<file path="src/rtl/ram_access_ctrl.sv">
// Request/response front end for the 64x8 single-port RAM. It optionally scrubs
// every location after reset, then serves single-beat writes and 2-edge reads.
//
// state  | meaning
// S_INIT | post-reset scrub, one write per cycle to every address
// S_IDLE | operational; accepts a write or a read when no response is pending
// S_RD   | RAM address registered last edge; capture ram_q at this edge
module ram_access_ctrl #(
  parameter int                 DATA_W   = 8,
  parameter int                 ADDR_W   = 6,
  parameter bit                 INIT_EN  = 1'b1,
  parameter logic [DATA_W-1:0]  INIT_VAL = '0
) (
  input  logic              clk,
  input  logic              rst_n,
  input  logic              req_valid,
  output logic              req_ready,
  input  logic              req_we,
  input  logic [ADDR_W-1:0] req_addr,
  input  logic [DATA_W-1:0] req_wdata,
  output logic              rsp_valid,
  input  logic              rsp_ready,
  output logic [DATA_W-1:0] rsp_rdata,
  output logic              init_done,
  output logic [DATA_W-1:0] ram_data,
  output logic [ADDR_W-1:0] ram_addr,
  output logic              ram_en,
  input  logic [DATA_W-1:0] ram_q
);

  localparam int DEPTH = 2 ** ADDR_W;
  localparam logic [ADDR_W:0] LAST_ADDR = (ADDR_W + 1)'(DEPTH - 1);

  typedef enum logic [1:0] {S_INIT, S_IDLE, S_RD} state_t;
  localparam state_t RST_STATE = INIT_EN ? S_INIT : S_IDLE;

  state_t              state_q, state_d;
  logic [ADDR_W:0]     cnt_q, cnt_d;
  logic [ADDR_W-1:0]   rd_addr_q, rd_addr_d;
  logic                rsp_valid_q, rsp_valid_d;
  logic [DATA_W-1:0]   rsp_rdata_q, rsp_rdata_d;
  logic                init_done_q, init_done_d;
  logic                ram_en_d;

  always_ff @(posedge clk or negedge rst_n) begin
    if (!rst_n) begin
      state_q     <= RST_STATE;
      cnt_q       <= '0;
      rd_addr_q   <= '0;
      rsp_valid_q <= 1'b0;
      rsp_rdata_q <= '0;
      init_done_q <= 1'b0;
    end else begin
      state_q     <= state_d;
      cnt_q       <= cnt_d;
      rd_addr_q   <= rd_addr_d;
      rsp_valid_q <= rsp_valid_d;
      rsp_rdata_q <= rsp_rdata_d;
      init_done_q <= init_done_d;
    end
  end

  assign req_ready = init_done_q && (state_q == S_IDLE) && !rsp_valid_q;

  always_comb begin
    state_d     = state_q;
    cnt_d       = cnt_q;
    rd_addr_d   = rd_addr_q;
    rsp_valid_d = rsp_valid_q;
    rsp_rdata_d = rsp_rdata_q;
    init_done_d = init_done_q;
    ram_en_d    = 1'b0;
    ram_addr    = req_addr;
    ram_data    = req_wdata;

    if (rsp_valid_q && rsp_ready) begin
      rsp_valid_d = 1'b0;
    end

    case (state_q)
      S_INIT: begin
        ram_en_d = 1'b1;
        ram_addr = cnt_q[ADDR_W-1:0];
        ram_data = INIT_VAL;
        cnt_d    = cnt_q + 1'b1;
        if (cnt_q == LAST_ADDR) begin
          state_d     = S_IDLE;
          init_done_d = 1'b1;
        end
      end
      S_IDLE: begin
        // Covers the no-scrub build, where IDLE is entered straight from reset.
        init_done_d = 1'b1;
        if (req_valid && req_ready) begin
          if (req_we) begin
            ram_en_d = 1'b1;
          end else begin
            rd_addr_d = req_addr;
            state_d   = S_RD;
          end
        end
      end
      S_RD: begin
        ram_addr    = rd_addr_q;
        rsp_rdata_d = ram_q;
        rsp_valid_d = 1'b1;
        state_d     = S_IDLE;
      end
      default: begin
        state_d = S_IDLE;
      end
    endcase
  end

  // The reset state is INIT, so the scrub write strobe must be held off while in reset.
  assign ram_en    = ram_en_d & rst_n;
  assign rsp_valid = rsp_valid_q;
  assign rsp_rdata = rsp_rdata_q;
  assign init_done = init_done_q;

endmodule
</file>
<file path="config.mk">
export PLATFORM = sky130hd
export DESIGN_NAME = ram_access_ctrl
export DESIGN_NICKNAME = d
export VERILOG_FILES = /design/src/rtl/ram_access_ctrl.sv
export SDC_FILE = /design/constraint.sdc
export NUM_CORES = 1
export LEC_CHECK = 0
export ABC_AREA = 1
export ABC_CLOCK_PERIOD_IN_PS = 1000
export CORE_MARGIN = 2
export CORE_UTILIZATION = 38
export CTS_CLUSTER_SIZE = 8
export DETAILED_ROUTE_END_ITERATION = 12
export PLACE_DENSITY = 0.74
export SYNTH_ARGS = -nofsm -noshare
export SYNTH_HDL_FRONTEND = slang
export SYNTH_SLANG_ARGS = --single-unit
</file>
<file path="constraint.sdc">
create_clock -name clk -period 1 [get_ports clk]
set_input_delay 0.15 -clock clk [delete_from_list [all_inputs] [get_ports clk]]
set_output_delay 0.15 -clock clk [all_outputs]
set_load 0.02 [all_outputs]
</file>
==> qor.csv, run 1 <==
metric,value,unit
die_w,62.69,µm
path_max_fanout,4,
via_count,1542,
yosysUniqueCellTypes,24,
path_class,flop to primary output,
syn_area,1309,µm²
worstRegToRegCells,11,
clock_skew,0.005758,ns
cap_violations,0,
cts_tree,done,
synthCells,144,
rsz0062_at_grt,yes,
max-slew-margin-rel,77.18,%
grt_overflow_total,0,
hold_violations,0,
status,finished with violations,
drive_above_1_share,56.68,%
tns,-20.34,ns
ys_ff_latch,25,
fin_ws,-0.7144,ns
netlist.area_leader.share,47.80,%
syn_to_final_growth,109.7,%
cp-start-kind,flop,
required,0.85,ns
seq_area_frac_synth,47.80,%
routed_wl,5.684,mm
multi_input_area,828.3,µm²
die_h,62.69,µm
dpl_cell_area,2110,µm²
grt_pass1_wl,7.576,mm
io_pins,53,
fillers,193,
h-tree-depth,1,
die_area,3929,µm²
p_per_area,3247,nW/µm²
cts_buffers,3,
antenna_found_initial,1,
end_kind,primary output,
grt_max_degree,26,
route.detailed.drc,0,
cts-root-buf,clkbuf_4,
ys.flop_type,dfrtp_1,
synth-edff-count,0,
antenna_left,0,
hold_buffers,0,
clk_pin_slew,0.15,ns
max_freq,0.5833,GHz
ys_warn_count,0,
port_buffers,52,
firstDrtPassIters,4,
utilization,82.88,%
worst_pin_slew,0.3419,ns
peakVddDrop,1816,µV
yosys-top-cells-area,"dfrtp_1 (48%), nand2_1 (8.9%), mux2_2 (6.9%)",
period_needed,1.714,ns
yosysTopAreaCell,dfrtp_1,
vias_per_cell,5.245,
synth_most_common_cell,nand2_1,
post-place-ws,-0.7184,ns
post-dp-hpwl,2.838,mm
regArea,629.4,µm²
synthesis.nets,172,
layout_worst_path_cycle_share,171.4,%
place.gp.congestion,0.8305,
grt_pass1_vias,1563,
setup_viol,51,
track_usage,25.27,%
violations,setup timing,
final_area,2744,µm²
arrival,1.56,ns
synth_commonest_cells,"nand2_1 (31), dfrtp_1 (25), inv_1 (20), nand3_1 (14), nor2_1 (12)",
coreArea,3311,µm²
async_reset_ff_share,100.0,%
cellLeakagePower,1.308,nW
min_path_type,primary input to async pin,
rows,21,
initial_core_util,39.53,%
timing.final.max_slew_violations,0,
syn-mean-instance-area,9.089,µm²
wl_per_cell,19.33,µm
final_nets,276,
clock_latency,0.34,ns
p_total,8.910,mW
drt_iter0_drc,64,
clk_path_buf_depth,2,
clkSinkCount,25,
-- registers in the layout, summed over array words and instances, names as in the netlist --
signal / cells
rsp_rdata: 8
init_done: 1
rd_addr_q: 6
cnt_q: 7
state_q: 2
rsp_valid: 1
-- cells in the final DEF, fill, tap and decap left out, types with 2 or more instances in the layout --
cell / instances
buf_6: 45
clkdlybuf4s50_1: 26
buf_4: 23
dfrtp_1: 22
nand2_1: 19
inv_1: 17
nand2_2: 9
nand3_2: 8
nand4_1: 8
mux2_4: 8
buf_12: 7
nor2_4: 6
nand2_4: 5
nand3_4: 4
inv_2: 4
nor2_1: 4
xor2_1: 4
o211ai_1: 3
nor2_2: 3
nand3_1: 3
clkbuf_4: 3
dfrtp_2: 3
nor2_8: 2
nand2_8: 2
-- critical path, stage by stage, from the launching register on --
cell	delay [ns]
dfrtp_2	0.49
nor2_8	0.18
inv_4	0.07
o211ai_1	0.28
buf_4	0.20
-- power breakdown --
group / internal, mW / switching [mW] / total, mW
sequential: 1.46 / 0.459 / 1.92
clock: 0.154 / 0.345 / 0.498
combinational: 3.48 / 3.01 / 6.49
total: 5.10 / 3.81 / 8.91
-- area by class of cell --
type / instances / area share [%]
diodes: 1 / 0.09120
clock buffers: 3 / 0.8208
clock inverters: 1 / 0.2736
inverters: 23 / 3.694
multi-input cells: 93 / 30.19
flip-flops and latches: 25 / 22.94
well taps: 46 / 2.098
repair buffers: 102 / 39.90
-- kinds of logic (layout without fill, tap and decap cells) --
family | Yosys count | count (layout) | share of synthesized area (%)
xor gates and xnor gates | 4 | 4 | 2.677
muxes | 8 | 8 | 6.884
buffers and inverters | 27 | 129 | 9.465
adders and majority gates | 1 | 1 | 0.9559
and+or+nand+nor | 73 | 74 | 29.16
AOI/OAI and AO/OA | 6 | 6 | 3.059
DFF | 25 | 25 | 47.80
other | 0 | 1 | 0
-- stage by stage --
stage	hold slack [ns]	std cells
global route	0.2250	294
floorplan	-0.1456	144
detailed placement	0.4653	263
finish	0.2174	294
CTS	0.2061	279
global placement	0.4618	263
-- what timing repair did --
| action | in CTS | in global routing |
|---|---|---|
| buffers inserted | 11 | 17 |
| endpoints found under the setup margin | 51 | 51 |
| gates cloned | 1 | 1 |
| gates resized for setup | 182 | 56 |
| pin swaps | 11 | 15 |
-- worst paths after layout --
check | from | to | slack, ns
min in group clk | rsp_ready | rsp_valid | 0.37
max in group asynchronous | rst_n | rsp_valid | 0.51
max reg2reg | state_q[0] | cnt_q[5] | -0.61
min | rst_n | cnt_q[1] | 0.22
min reg2reg | cnt_q[6] | cnt_q[6] | 0.50
max | state_q[0] | ram_addr[2] | -0.71
-- routing by layer --
metal / wire length, µm / global-route usage (%) / share of wire [%] / up-vias
met3: 368 / 4.505 / 6.5 / 20
met2: 2950 / 45.97 / 52 / 98
li1: - / - / - / 675
met5: 0 / 0 / 0 / -
met1: 2109 / 27.87 / 37 / 749
met4: 255 / 13.33 / 4.5 / 0
(Power assumes the default switching activity.)
==> run 2: changes to the inputs <==
--- a/config.mk
+++ b/config.mk
@@ -11,6 +11,7 @@
 export CORE_UTILIZATION = 38
 export CTS_CLUSTER_SIZE = 8
 export DETAILED_ROUTE_END_ITERATION = 12
+export MAX_ROUTING_LAYER = met4
 export PLACE_DENSITY = 0.74
 export SYNTH_ARGS = -nofsm -noshare
 export SYNTH_HDL_FRONTEND = slang
==> qor.csv, run 2 (synthesis gave the netlist of run 1 again) <==
metric,value,unit,change
path_buf_inv,2,,unchanged
internal_power,5.230,mW,+2.6%
grt_pass1_vias,1567,,+0.26%
io_pins,53,,unchanged
hold_violations,0,,unchanged
p_per_area,3300,nW/µm²,+1.6%
place.gp.congestion,0.8432,,+1.5%
clock_skew,0.005131,ns,-0.0006277 ns
hold_buffers,0,,unchanged
critPathMaxStageDelay,0.50,ns,about the same
setup_viol,51,,unchanged
antenna_found_initial,1,,unchanged
p_sw_share,42.93,%,+0.14 points
final-instance-count-excl-fill,296,,+0.68%
clk_path_buf_depth,2,,unchanged
rr_startpoint,state_q[0],,
rr_endpoint,cnt_q[5],,
post-dp-hpwl,2.838,mm,unchanged
route.detailed.drc,0,,unchanged
drt_iter0_drc,70,,+9.4%
path_max_fanout,4,,unchanged
routed_wl,6.011,mm,+5.8%
pwr-share-clk,5.6,%,about the same
post-place-ws,-0.7184,ns,unchanged
largest_reg_flops,8,,unchanged
cap_violations,0,,unchanged
antenna_left,0,,unchanged
rsz0062_at_grt,yes,,
final_common_cell,buf_6,,
initial_core_util,39.53,%,unchanged
end_kind,primary output,,
wl_per_cell,20.31,µm,+5.0%
p_total,9.163,mW,+2.8%
clock_latency,0.34,ns,about the same
cellLeakagePower,1.325,nW,+1.3%
p_sw,3.934,mW,+3.2%
cts-root-buf,clkbuf_4,,
violations,setup timing,,
cp_top_family,flip-flops,,
cts_tree,done,,
clk_pin_slew,0.16,ns,about the same
final_cell_mix,"buf_6 (47), clkdlybuf4s50_1 (26), buf_4 (23)",,
path_class,flop to primary output,,
arrival,1.57,ns,about the same
worst_pin_slew,0.3384,ns,-0.003525 ns
final_nets,278,,+0.72%
fin_ws,-0.7238,ns,-0.009353 ns
p_seq_share,21.0,%,-0.6 points
reg2reg_slack,-0.59,ns,+0.02 ns
worstRegToRegCells,11,,unchanged
h-tree-depth,1,,unchanged
die_area,3929,µm²,unchanged
dpl_cell_area,2110,µm²,unchanged
cts_buffers,3,,unchanged
drive_above_1_share,57.83,%,+1.2 points
port_buffers,52,,unchanged
syn_to_final_growth,112.1,%,
cpMaxStageDelayCell,dfrtp_2,,
firstDrtPassIters,4,,unchanged
peakVddDrop,1759,µV,-3.1%
period_needed,1.724,ns,+0.009353 ns
pwr-share-comb,73.4,%,+0.6 points
die_w,62.69,µm,unchanged
crit_chain,nor2_8 -> inv_4 -> o211ai_1 -> buf_4,,
required,0.85,ns,about the same
rows,21,,unchanged
via_count,1545,,+0.19%
max-slew-margin-rel,77.44,%,+0.26 points
layout_worst_path_cycle_share,172.4,%,+0.94 points
max_freq,0.5801,GHz,-0.54%
status,finished with violations,,
die_h,62.69,µm,unchanged
track_usage,25.95,%,+0.68 points
clkSinkCount,25,,unchanged
vias_per_cell,5.220,,-0.48%
coreArea,3311,µm²,unchanged
cp-start-kind,flop,,
utilization,83.86,%,+0.98 points
grt_max_degree,26,,unchanged
grt_overflow_total,0,,unchanged
dp_cells,263,,unchanged
grt_pass1_wl,7.562,mm,-0.18%
min_path_type,primary input to async pin,,
final_area,2776,µm²,+1.2%
timing.final.max_slew_violations,0,,unchanged
run 2: worst max path at each step:
stage               slack [ns]  depth (start not counted)          end        from
floorplan                -0.29                          4  ram_addr[2]  state_q[0]
global placement         -0.69                          6       ram_en  state_q[1]
detailed placement       -0.72                          4  ram_addr[2]  state_q[0]
CTS                      -0.63                          5  ram_addr[4]  state_q[1]
global route             -0.74                          4  ram_addr[2]  state_q[0]
finish                   -0.72                          4  ram_addr[5]  state_q[0]
run 2: metrics by stage:
stage	hold WS, ns	setup TNS (ns)
after global placement	0.4618	-17.79
after detailed placement	0.4653	-19.35
after global routing	0.2213	-22.03
after CTS	0.2061	-16.61
after floorplan	-0.1456	-4.354
final	0.1967	-20.87
run 2: area by class of cell:
type / count / area (µm²)
Clock buffer: 3 / 22.52
Tap cell: 46 / 57.56
Fill cell: 185 / 534.3
Sequential cell: 25 / 629.4
Inverter: 23 / 101.3
Multi-Input combinational cell: 93 / 838.3
Clock inverter: 1 / 7.507
Antenna cell: 1 / 2.502
Timing Repair Buffer: 104 / 1117
run 2: power by group through the flow:
stage | logic, mW | clock network (mW) | registers (mW)
6_report | 6.72 | 0.512 | 1.93
5_1_grt | 6.97 | 0.544 | 1.97
4_1_cts | 4.99 | 0.499 | 1.83
3_5_place_dp | 3.90 | 0 | 1.78
3_3_place_gp | 3.80 | 0 | 1.75
2_1_floorplan | 1.89 | 0 | 1.94
run 2: what timing repair did:
action	4_1_cts	5_1_grt
buffers inserted	11	19
cloned	1	1
pin swaps	11	16
endpoints found under the setup margin	51	51
resized for setup	182	61
hold endpoints to repair	0	0
run 2: layer usage:
layer,GRT usage (%),vias up,part of all wire [%],wire length [µm]
met5,-,-,0,0
li1,-,675,-,-
met3,3.423,16,5.0,301
met2,45.97,85,54,3261
met1,28.46,769,38,2256
met4,13.33,0,3.2,191
